## src/rtl/fifo_pkg.sv

```systemverilog
// Shared defaults and address-width helper for the parameterised FIFO.
package fifo_pkg;
  localparam int DEF_DATA_W = 4;
  localparam int DEF_DEPTH  = 8;

  function automatic int addr_w(input int depth);
    return $clog2(depth);
  endfunction
endpackage

```

## src/rtl/fifo_param_if.sv

```systemverilog
// FIFO data/control/status bundle; master drives requests, slave is the FIFO.
interface fifo_param_if
  import fifo_pkg::*;
#(
  parameter int DATA_W = DEF_DATA_W,
  parameter int DEPTH  = DEF_DEPTH
);
  localparam int AW = addr_w(DEPTH);

  logic [DATA_W-1:0] data_in;
  logic              push;
  logic              pop;
  logic [AW:0]       umbral_af;
  logic [AW:0]       umbral_ae;
  logic [DATA_W-1:0] data_out;
  logic              valid_out;
  logic [AW:0]       count;
  logic              full;
  logic              empty;
  logic              almost_full;
  logic              almost_empty;
  logic              error;

  modport master (
    output data_in, push, pop, umbral_af, umbral_ae,
    input  data_out, valid_out, count, full, empty, almost_full, almost_empty, error
  );

  modport slave (
    input  data_in, push, pop, umbral_af, umbral_ae,
    output data_out, valid_out, count, full, empty, almost_full, almost_empty, error
  );
endinterface

```

## src/rtl/dram_param.sv

```systemverilog
// Storage for fifo_param: one write port, one registered read port (1-cycle latency).
// Array is not reset; only the read register clears.
module dram_param
  import fifo_pkg::*;
#(
  parameter int DATA_W = DEF_DATA_W,
  parameter int DEPTH  = DEF_DEPTH
) (
  input  logic                       clk,
  input  logic                       reset,
  input  logic                       we,
  input  logic [addr_w(DEPTH)-1:0]   waddr,
  input  logic [DATA_W-1:0]          wdata,
  input  logic                       re,
  input  logic [addr_w(DEPTH)-1:0]   raddr,
  output logic [DATA_W-1:0]          rdata
);
  logic [DATA_W-1:0] mem [DEPTH];

  always_ff @(posedge clk) begin
    if (we) mem[waddr] <= wdata;
  end

  // Same-edge write to the slot being read returns the old word (full push+pop).
  always_ff @(posedge clk or posedge reset) begin
    if (reset)   rdata <= '0;
    else if (re) rdata <= mem[raddr];
  end
endmodule

```

## src/rtl/fifo_param.sv

```systemverilog
// Synchronous FIFO, 1-cycle registered read; overflowing push / underflowing pop dropped and flagged.
// FIFO_ERR_STICKY_EN: error latches until reset; otherwise a one-cycle pulse per rejected request.
module fifo_param
  import fifo_pkg::*;
#(
  parameter int DATA_W = DEF_DATA_W,
  parameter int DEPTH  = DEF_DEPTH
) (
  input  logic         clk,
  input  logic         reset,
  fifo_param_if.slave  bus
);
  localparam int AW = addr_w(DEPTH);
  localparam logic [AW:0] DEPTH_V = (AW+1)'(DEPTH);

  logic [AW:0]       wr_ptr, rd_ptr, wr_ptr_n, rd_ptr_n;
  logic [AW:0]       count_r, count_n, af_thr, ae_thr;
  logic              full_r, empty_r, af_r, ae_r, err_r, vld_r;
  logic              push_ok, pop_ok, rej;
  logic [DATA_W-1:0] rd_data;

  always_comb begin
    pop_ok   = bus.pop && !empty_r;
    // A pop on a full FIFO frees the slot the push lands in.
    push_ok  = bus.push && (!full_r || pop_ok);
    rej      = (bus.push && !push_ok) || (bus.pop && !pop_ok);
    wr_ptr_n = wr_ptr + {{AW{1'b0}}, push_ok};
    rd_ptr_n = rd_ptr + {{AW{1'b0}}, pop_ok};
    count_n  = count_r + {{AW{1'b0}}, push_ok} - {{AW{1'b0}}, pop_ok};
    af_thr   = (bus.umbral_af > DEPTH_V) ? DEPTH_V : bus.umbral_af;
    ae_thr   = (bus.umbral_ae > DEPTH_V) ? DEPTH_V : bus.umbral_ae;
  end

  always_ff @(posedge clk or posedge reset) begin
    if (reset) begin
      wr_ptr  <= '0;
      rd_ptr  <= '0;
      count_r <= '0;
      full_r  <= 1'b0;
      empty_r <= 1'b1;
      af_r    <= 1'b0;
      ae_r    <= 1'b1;
      err_r   <= 1'b0;
      vld_r   <= 1'b0;
    end else begin
      wr_ptr  <= wr_ptr_n;
      rd_ptr  <= rd_ptr_n;
      count_r <= count_n;
      full_r  <= (wr_ptr_n ^ rd_ptr_n) == {1'b1, {AW{1'b0}}};
      empty_r <= (wr_ptr_n == rd_ptr_n);
      af_r    <= (count_n >= af_thr);
      ae_r    <= (count_n <= ae_thr);
      vld_r   <= pop_ok;
`ifdef FIFO_ERR_STICKY_EN
      err_r   <= err_r | rej;
`else
      err_r   <= rej;
`endif
    end
  end

  dram_param #(.DATA_W(DATA_W), .DEPTH(DEPTH)) u_dram (
    .clk   (clk),
    .reset (reset),
    .we    (push_ok),
    .waddr (wr_ptr[AW-1:0]),
    .wdata (bus.data_in),
    .re    (pop_ok),
    .raddr (rd_ptr[AW-1:0]),
    .rdata (rd_data)
  );

  assign bus.data_out     = rd_data;
  assign bus.valid_out    = vld_r;
  assign bus.count        = count_r;
  assign bus.full         = full_r;
  assign bus.empty        = empty_r;
  assign bus.almost_full  = af_r;
  assign bus.almost_empty = ae_r;
  assign bus.error        = err_r;
endmodule
```

## src/flat_wrapper.sv

```systemverilog
// flat-port wrapper written by rule: the top's interface ports become plain ports
module fifo_param_flat import fifo_pkg::*;
#(
  parameter int DATA_W = DEF_DATA_W,
  parameter int DEPTH  = DEF_DEPTH
)
  (clk, reset, bus_data_in, bus_push, bus_pop, bus_umbral_af, bus_umbral_ae, bus_data_out, bus_valid_out, bus_count, bus_full, bus_empty, bus_almost_full, bus_almost_empty, bus_error);
  fifo_param_if #(.DATA_W(DATA_W), .DEPTH(DEPTH)) bus_i ();
  input  logic clk;
  input  logic reset;
  input wire logic [$bits(bus_i.data_in)-1:0] bus_data_in;
  input wire logic [$bits(bus_i.push)-1:0] bus_push;
  input wire logic [$bits(bus_i.pop)-1:0] bus_pop;
  input wire logic [$bits(bus_i.umbral_af)-1:0] bus_umbral_af;
  input wire logic [$bits(bus_i.umbral_ae)-1:0] bus_umbral_ae;
  output wire logic [$bits(bus_i.data_out)-1:0] bus_data_out;
  output wire logic [$bits(bus_i.valid_out)-1:0] bus_valid_out;
  output wire logic [$bits(bus_i.count)-1:0] bus_count;
  output wire logic [$bits(bus_i.full)-1:0] bus_full;
  output wire logic [$bits(bus_i.empty)-1:0] bus_empty;
  output wire logic [$bits(bus_i.almost_full)-1:0] bus_almost_full;
  output wire logic [$bits(bus_i.almost_empty)-1:0] bus_almost_empty;
  output wire logic [$bits(bus_i.error)-1:0] bus_error;
  assign bus_i.data_in = bus_data_in;
  assign bus_i.push = bus_push;
  assign bus_i.pop = bus_pop;
  assign bus_i.umbral_af = bus_umbral_af;
  assign bus_i.umbral_ae = bus_umbral_ae;
  assign bus_data_out = bus_i.data_out;
  assign bus_valid_out = bus_i.valid_out;
  assign bus_count = bus_i.count;
  assign bus_full = bus_i.full;
  assign bus_empty = bus_i.empty;
  assign bus_almost_full = bus_i.almost_full;
  assign bus_almost_empty = bus_i.almost_empty;
  assign bus_error = bus_i.error;
  fifo_param #(.DATA_W(DATA_W), .DEPTH(DEPTH)) u_core (.clk(clk), .reset(reset), .bus(bus_i));
endmodule
```

## config.mk

```make
export PLATFORM = sky130hd
export DESIGN_NAME = fifo_param_flat
export DESIGN_NICKNAME = d
export VERILOG_FILES = /design/src/rtl/fifo_pkg.sv /design/src/rtl/fifo_param_if.sv /design/src/rtl/dram_param.sv /design/src/rtl/fifo_param.sv /design/src/flat_wrapper.sv
export SDC_FILE = /design/constraint.sdc
export NUM_CORES = 1
export LEC_CHECK = 0
export CAP_MARGIN = 20
export CORE_ASPECT_RATIO = 1.1
export CORE_MARGIN = 4
export CORE_UTILIZATION = 55
export CTS_CLUSTER_DIAMETER = 50
export DETAILED_ROUTE_END_ITERATION = 12
export PLACE_DENSITY = 0.88
export SYNTH_ARGS = -nofsm -noshare
export SYNTH_HDL_FRONTEND = slang
export SYNTH_HIERARCHICAL = 1
export SYNTH_SLANG_ARGS = --single-unit
```

## constraint.sdc

```tcl
create_clock -name clk -period 5.7 [get_ports clk]
set_clock_uncertainty 0.15 [all_clocks]
set_input_delay 1.71 -clock clk [delete_from_list [all_inputs] [get_ports clk]]
set_output_delay 1.71 -clock clk [all_outputs]
set_load 0.02 [all_outputs]
```

Yosys cells after proc, flatten, opt, wreduce, memory -nomap -nowiden
Memory sizes are Yosys's and may differ from the RTL's. A register that Yosys moved wholly into a read port is not among the register bits.
Cells that the tools add are included.
{ "word_totals": {"regBits": 18, "latch_bits": 0, "ramBits": 32, "mem_bits_ro": 0, "inputBits": 16, "out_inout_bits": 14, "wordCells": 35, "memories": 1} }
{ "mem_list": {"columns": ["name", "words", "word_bits", "read_ports", "rd_ports_with_merged_regs", "write_ports", "line", "source"], "rows": [
  ["u_core.u_dram.mem", 8, 4, 1, 1, 1, "dram_param.sv:18", "logic [DATA_W-1:0] mem [DEPTH];"]
]} }
{ "op_classes": {"n_addsub": 4, "mul": 0, "n_div": 0, "n_lt_le_gt_ge": 4, "eq_ne": 2, "shift": 0, "mux": 4, "bitwise_logic": 1, "n_reduce_logical": 10} }
{ "op_table": {"columns": ["op", "n"], "rows": [
  ["adder 4 x 1 -> 4 bit", 3],
  ["greater-than comparator 4 bit, second input constant", 2],
  ["2-to-1 mux 4 bit", 2],
  ["equality test 4 bit", 1],
  ["equality test 4 bit, second input constant", 1],
  ["greater-or-equal comparator 4 bit", 1],
  ["less-or-equal comparator 4 bit", 1],
  ["logical AND 1 bit", 4],
  ["logical NOT 1 bit", 4],
  ["subtractor 4 x 1 -> 4 bit", 1],
  ["XOR 4 bit", 1],
  ["logical OR 1 bit", 2],
  ["2-to-1 mux 1 bit", 2]
]} }

Longest topological paths before layout
Gate-level depths: netlist (run 1).
{ "depth": {"depth_word": 7, "mapped_depth": 12} }

By module
Netlist (run 1), hierarchy kept.
{ "modules_own_cells": {"columns": ["module", "instances", "cells_per_inst", "area_per_inst_um2"], "rows": [
  ["dram_param", 1, 88, 1458.9],
  ["fifo_param", 1, 83, 972.2]
]} }

Worst setup path before layout (run 1)
OpenSTA, ideal clock, no wires.
{ "synth_path": {"path_type": "input port to flip-flop", "start": "input port bus_pop", "end": "register u_core.ae_r, in the netlist u_core/bus.almost_empty", "setup_ps": 82, "t_arrival_ps": 4348, "required_time_ps": 5468, "setup_slack_ps": 1120, "cell_stages": 12, "path_buffers": 0, "path_cell_list": "nor2b_1 > nand2b_1 > nand2_1 > ha_1 > inv_1 > ha_1 > fa_1 > ha_1 > nor2b_1 > a2bb2oi_1 > maj3_2 > a22oi_1"} }
{ "synth_between": {"elab_chain_len": 6} }
{ "synth_rtl": {"columns": ["item", "line", "source"], "rows": [
  ["start, declared", "flat_wrapper.sv:13", "input wire logic [$bits(bus_i.pop)-1:0] bus_pop;"],
  ["logical AND 1 bit (*)", "fifo_param.sv:23", "pop_ok = bus.pop && !empty_r;"],
  ["logical OR 1 bit", "fifo_param.sv:25", "push_ok = bus.push && (!full_r || pop_ok);"],
  ["logical AND 1 bit", "fifo_param.sv:25", null],
  ["adder 4 x 1 -> 4 bit", "fifo_param.sv:29", "count_n = count_r + {{AW{1'b0}}, push_ok} - {{AW{1'b0}}, pop_ok};"],
  ["subtractor 4 x 1 -> 4 bit (*)", "fifo_param.sv:29", null],
  ["named net u_core.count_n[1]", "fifo_param.sv:17", "logic [AW:0] count_r, count_n, af_thr, ae_thr;"],
  ["less-or-equal comparator 4 bit (*)", "fifo_param.sv:52", "ae_r <= (count_n <= ae_thr);"],
  ["end signal, assigned", "fifo_param.sv:52", null],
  ["end, declared", "fifo_param.sv:18", "logic full_r, empty_r, af_r, ae_r, err_r, vld_r;"]
]} }
The timed path passes the listed nets; every way through them passes the cells marked *.

Worst setup path in the final report (run 1)
{ "layout_path": {"start": "input port bus_pop", "end": "register u_core.ae_r, in the netlist u_core/bus.almost_empty"} }
{ "layout_between": {"elab_chain_len": 6} }
{ "layout_rtl": {"columns": ["item", "line", "source"], "rows": [
  ["logical AND 1 bit (*)", "fifo_param.sv:23", null],
  ["named net u_core.pop_ok", "fifo_param.sv:19", "logic push_ok, pop_ok, rej;"],
  ["logical OR 1 bit", "fifo_param.sv:25", null],
  ["logical AND 1 bit", "fifo_param.sv:25", null],
  ["adder 4 x 1 -> 4 bit", "fifo_param.sv:29", null],
  ["subtractor 4 x 1 -> 4 bit (*)", "fifo_param.sv:29", null],
  ["named net u_core.count_n[1]", "fifo_param.sv:17", null],
  ["less-or-equal comparator 4 bit (*)", "fifo_param.sv:52", null]
]} }
Marked as above.

==> impl_metrics.tcl, run 1 <==
set metrics [dict create \
    yosys.area_share.adder_pct 8.96 \
    worstHoldPathCells 2 \
    min_path_type "reg2reg" \
    r2r_end "u_core/bus.almost_empty" \
    timing_worst_slew_pin_value_ns 0.907 \
    rsz0062_at_grt "false" \
    critPathLaunchType "input port" \
    yosysTopAreaCell "edfxtp_1" \
    syn_area_per_cell_um2 14.2 \
    p_leak_nw 1.17 \
    maxCapViolations 0 \
    root_buffer "clkbuf_8" \
    ys_ff_latch 54 \
    setup_viol 0 \
    synth_xor_area_share_pct 4.27 \
    fp.dieArea_mm2 0.00555 \
    h-tree-depth 2 \
    fin_tns_setup_ns 0 \
    timing.reg2reg.setup_slack_ns 2.39 \
    drive_gt1_share_pct 7.25 \
    cts_tree "built" \
    synth_top_area_share_pct 39.5 \
    power.density_mw_per_mm2 549 \
    pin_count 30 \
    ctsLongestPathBuffers 2 \
    crit_required_ns 5.78 \
    netlist_instances 171 \
    diodes 0 \
    clk_pin_slew_ns 0.09 \
    crit_fanout 12 \
    drt_wl_total_um 4080 \
    gp_congestion 0.786 \
    start_util_pct 56.7 \
    synth.mux.area_fraction_pct 6.59 \
    swShare_pct 36.1 \
    drtAntennaViolNets 0 \
    syn_to_final_growth_pct 18.4 \
    design.core.area_mm2 0.00429 \
    fillers 298 \
    p_int_w 0.00101 \
    grt_max_degree 19 \
    min_period_over_period_pct 83.7 \
    clock_latency_ns 0.31 \
    maxSlewHeadroom_pct 39.5 \
    post-synth-top-count-cell "edfxtp_1" \
    nNetsFinal 237 \
    reg2reg_depth 13 \
    yosysUniqueCellTypes 30 \
    path_class "in2reg" \
    overflow 0 \
    place_hpwl_um 3000 \
    synth_nets 202 \
    cts_hold_buf 0 \
    antenna_found_initial 0 \
    p_comb_share_pct 44.7 \
    vdd_drop_max_v 0.000362 \
    cts.sinks 54 \
    drc 0 \
    timing.fmax_mhz 210 \
    port_buffers 29 \
    grt_pass1_vias 1467 \
    synth_top_family_by_area "adder cells" \
    track_usage_pct 16.7 \
    syn-cell-area_mm2 0.00243 \
    die_h_um 77.7 \
    synth_edf_count 32 \
    grt_pass1_wl_um 6930 \
    synth_compound_area_share_pct 6.28 \
    end_kind "flip-flop" \
    hold_viol 0 \
    seq_power_share_pct 39.3 \
    cts_buffers 5 \
    synth-seq-area-share_pct 62.3 \
    drtIter0Drc 80 \
    ys.flop_type "edfxtp_1" \
    layout_min_cycle_time_ns 4.77 \
    cts.repair.resized 0 \
    postCtsSetupBuffers 0 \
    status "completed" \
    cp.arrival_ns 4.85 \
    yosys.area_share.simple_pct 8.49 \
    dr.pass1.iters 4 \
    whs_ns 0.368 \
    die_w_um 71.4 \
    net-switching-power_w 0.000570 \
    floorplan.rows 25 \
    finalMaxSlewViolations 0 \
    min_to "u_core/wr_ptr[3]" \
    worstReg2RegStart "u_core/bus.empty" \
    ys_warn_count 6 \
    via_per_inst 5.37 \
    hp-start "u_core/wr_ptr[3]" \
    ys_async_sr_fraction_pct 40.7 \
    synth_top_cells_by_count "edfxtp_1 (32), dfrtp_1 (20), mux2i_1 (16)" \
    via_count 1401 \
    wl_per_cell_um 15.6 \
    p_clk_share_pct 16.0 \
    synth_area_leaders "edfxtp_1 (40%), dfrtp_1 (21%), ha_1 (7.2%)" \
]
==> cell families after synthesis <==
logic type	Yosys count
flops	54
simple gates	39
compound gates	20
fa+ha+maj	17
mux	16
buf+inv	14
xor+xnor	11
==> stage by stage <==
stage | cells | area [um2] | setup slack, ns | util (%) | total power [W]
after detailed placement | 253 | 2770 | 0.632 | 64.5 | 0.00133
after global placement | 253 | 2770 | 0.774 | 64.5 | 0.00130
after global routing | 261 | 2880 | 0.769 | 67.2 | 0.00170
after floorplan | 171 | 2430 | 1.12 | - | 0.00113
after CTS | 261 | 2880 | 0.943 | 67.2 | 0.00159
final | 261 | 2880 | 0.928 | 67.2 | 0.00158
==> critical path, stage by stage <==
cell             delay [ns]
clkdlybuf4s50_1        0.48
nor2b_1                0.13
buf_4                  0.18
nand2b_1               0.12
nand2_1                0.07
ha_1                   0.28
inv_1                  0.04
ha_1                   0.20
fa_1                   0.53
ha_1                   0.36
nor2b_1                0.14
a2bb2oi_1              0.14
maj3_2                 0.31
a22oi_1                0.16
==> cells in the final DEF (no fill, tap or decap), types with 2 or more instances in the layout <==
master | netlist | layout
nand3_1 | 3 | 3
dfrtp_1 | 20 | 20
clkdlybuf4s50_1 | 0 | 29
a21o_1 | 3 | 3
a22oi_1 | 9 | 9
nor3_1 | 2 | 2
nand2b_1 | 4 | 4
edfxtp_1 | 32 | 32
nor2_1 | 8 | 8
inv_1 | 12 | 12
mux2i_1 | 16 | 16
xnor2_1 | 6 | 6
a31o_1 | 4 | 4
clkinvlp_4 | 0 | 2
nor2b_1 | 9 | 9
xor2_1 | 4 | 4
clkbuf_8 | 0 | 5
maj3_2 | 2 | 2
ha_1 | 14 | 14
nand2_1 | 9 | 9
dfstp_2 | 2 | 2
==> routing by layer <==
metal	GRT usage, %	share of wire (%)	vias to the layer above
met5	0	0	-
met4	8.08	2.9	0
met3	4.27	5.3	11
met2	27.8	51	47
met1	20.1	41	659
li1	-	-	684
==> layout make-up <==
cell class | count | area (um2) | area share, %
Sequential cell | 54 | 1510 | 52.6
Multi-Input combinational cell | 103 | 841 | 29.2
Timing Repair Buffer | 30 | 298 | 10.3
Clock buffer | 5 | 68.8 | 2.39
Tap cell | 54 | 67.6 | 2.35
Clock inverter | 3 | 45.0 | 1.56
Inverter | 12 | 45.0 | 1.56
==> sequential cells by signal, summed over array words and instances (netlist names), 4 cells and up <==
signal               cells
u_core/u_dram/rdata      4
u_core/bus.count         4
u_core/rd_ptr            4
u_core/u_dram/mem       32
u_core/wr_ptr            4
==> how the worst max path moves through the flow <==
stage | from | endpoint | cells past startpoint | slack (ns)
after global placement | bus_pop | u_core/bus.almost_empty | 14 | 0.77
after global routing | bus_pop | u_core/bus.almost_empty | 14 | 0.77
after CTS | bus_pop | u_core/bus.almost_empty | 14 | 0.94
after detailed placement | bus_pop | u_core/bus.almost_empty | 14 | 0.63
after floorplan | bus_pop | u_core/bus.almost_empty | 12 | 1.12
final | bus_pop | u_core/bus.almost_empty | 14 | 0.93
==> power by group through the flow <==
stage	Combinational [W]	Sequential, W	Clock (W)
finish	0.000706	0.000622	0.000254
global route	0.000787	0.000636	0.000276
CTS	0.000714	0.000621	0.000260
detailed placement	0.000705	0.000627	0
global placement	0.000674	0.000624	0
floorplan	0.000496	0.000638	0
(Power assumes the default switching activity.)
==> inputs of run 2 (changes only) <==
clock period = 4.8 ns   (was 5.7 ns; I/O delays follow)
==> run 2 against run 1 <==
Effect of this change:
- global-route usage fell by 0.56 points
- combinational power rose by 17%
- first-iteration DRC count up 33%
- non-clock buffer count did not move
- sequential power rose by 18%
- wire length fell by 2.3%
- critical path depth down 1
- final cell count is the same
- largest power group unchanged
==> impl_metrics.tcl, run 2 (synthesized netlist as in run 1, its figures left out) <==
set metrics [dict create \
    cts.sinks 54 \
    hp-start "u_core/wr_ptr[3]" \
    top_register "u_core/u_dram/mem" \
    finalMaxSlewViolations 0 \
    cp.arrival_ns 4.39 \
    gp_congestion 0.828 \
    timing_worst_slew_pin_value_ns 0.865 \
    cts_hold_buf 0 \
    floorplan.rows 25 \
    path_common_cell "ha_1" \
    track_usage_pct 16.2 \
    startpoint "bus_pop" \
    die_h_um 77.7 \
    nNetsFinal 237 \
    stdcell_count 261 \
    layout_min_cycle_time_ns 4.31 \
    worstPathCellList "clkdlybuf4s50_1 -> nor2b_1 -> nand2b_1 -> nand2_1 -> ha_1 -> inv_1 -> ha_1 -> fa_1 -> ha_1 -> nor2b_1 -> a2bb2oi_1 -> maj3_2 -> a22oi_1" \
    place_hpwl_um 2990 \
    fillers 290 \
    mostFrequentLayoutCells "edfxtp_1 (32), clkdlybuf4s50_1 (29), dfrtp_1 (20)" \
    min_path_type "reg2reg" \
    whs_ns 0.371 \
    p_leak_nw 1.17 \
    place_ws_ns 0.181 \
    status "completed" \
    path_delay_family "adder cells" \
    maxSlewHeadroom_pct 42.3 \
    cts.repair.resized 0 \
    h-tree-depth 2 \
    layout_setup_ws_ns 0.488 \
    via_per_inst 5.40 \
    drtAntennaViolNets 0 \
    clock_latency_ns 0.31 \
    drive_gt1_share_pct 7.25 \
    diodes 0 \
    pin_count 30 \
    critPathLaunchType "input port" \
    wl_per_cell_um 15.3 \
    antenna_found_initial 0 \
    drt_wl_total_um 3990 \
    maxCapViolations 0 \
    start_util_pct 56.7 \
    critical_path.max_stage_delay_ns 0.51 \
    grt_pass1_wl_um 6830 \
    overflow 0 \
    drtIter0Drc 106 \
    port_buffers 29 \
    fp.dieArea_mm2 0.00555 \
    design.core.area_mm2 0.00429 \
    fin_tns_setup_ns 0 \
    via_count 1409 \
    die_w_um 71.4 \
    crit_fanout 3 \
    min_period_over_period_pct 89.8 \
    dr.pass1.iters 4 \
    crit_slowest_cell "fa_1" \
    path_class "in2reg" \
    cts_tree "built" \
    setup_viol 0 \
    ctsLongestPathBuffers 2 \
    root_buffer "clkbuf_8" \
    end_kind "flip-flop" \
    hold_viol 0 \
    path_buf_inv 2 \
    clk_pin_slew_ns 0.09 \
    rsz0062_at_grt "false" \
    dp.cells 253 \
    postCtsSetupBuffers 0 \
    vdd_drop_max_v 0.000414 \
    drc 0 \
    worstReg2RegStart "u_core/bus.empty" \
    grt_pass1_vias 1480 \
    cts_buffers 5 \
    grt_max_degree 19 \
    crit_required_ns 4.88 \
    mostFrequentLayoutCell "edfxtp_1" \
    syn_to_final_growth_pct 18.4 \
    timing.fmax_mhz 232 \
    power.density_mw_per_mm2 648 \
    largest_reg_flops 32 \
]
[run 2: cell counts in the layout (fill, tap and decap cells not counted)]
Identical to the previous run, type by type.
[run 2: through the flow]
stage | util (%) | cell area (um2) | total power (W)
after floorplan | - | 2430 | 0.00135
after global placement | 64.5 | 2770 | 0.00154
after detailed placement | 64.5 | 2770 | 0.00158
after CTS | 67.2 | 2880 | 0.00188
after global routing | 67.2 | 2880 | 0.00199
final | 67.2 | 2880 | 0.00187
[run 2: layer usage]
layer | vias up | global-route usage (%) | wire length, um
met5 | - | 0 | 0
met4 | 0 | 7.52 | 100
met3 | 9 | 3.50 | 218
met2 | 38 | 26.9 | 2030
met1 | 681 | 19.9 | 1640
li1 | 681 | - | -
[run 2: tightest hold or removal path: stages (launching register included)]
cell and delay (ns):
dfrtp_1 0.35, xor2_1 0.09, inv_1 0.05
[run 2: report_power, final]
group,total [W],switching [W],internal (W)
registers,0.000737,0.000108,0.000629
clock network,0.000300,0.000145,0.000155
logic,0.000829,0.000415,0.000414
[run 2: layout make-up]
class	count	area (um2)	share of cell area, %
clock buffer	5	68.8	2.39
clock inverter	3	45.0	1.56
inverter	12	45.0	1.56
multi-input combinational	103	841	29.2
sequential	54	1510	52.6
tap	54	67.6	2.35
timing repair buffer	30	298	10.3
[run 2: worst paths after layout]
kind                                                end  slack, ns  cells past startpoint
worst max register to register  u_core/bus.almost_empty       1.71                     11
worst min register to register         u_core/wr_ptr[3]       0.37                      2
worst max-delay path            u_core/bus.almost_empty       0.49                     13
worst min-delay path                   u_core/wr_ptr[3]       0.37                      2
min in group asynchronous        u_core/u_dram/rdata[1]       1.18                      2
max in group asynchronous              u_core/wr_ptr[3]       2.66                      2
==> inputs of run 3 (changes only) <==
CTS_BUF_LIST = sky130_fd_sc_hd__clkbuf_4 sky130_fd_sc_hd__clkbuf_8 sky130_fd_sc_hd__clkbuf_16   (was not set)
==> results of run 3 <==
The final DEF is identical to that of run 2; final timing and power are the same.
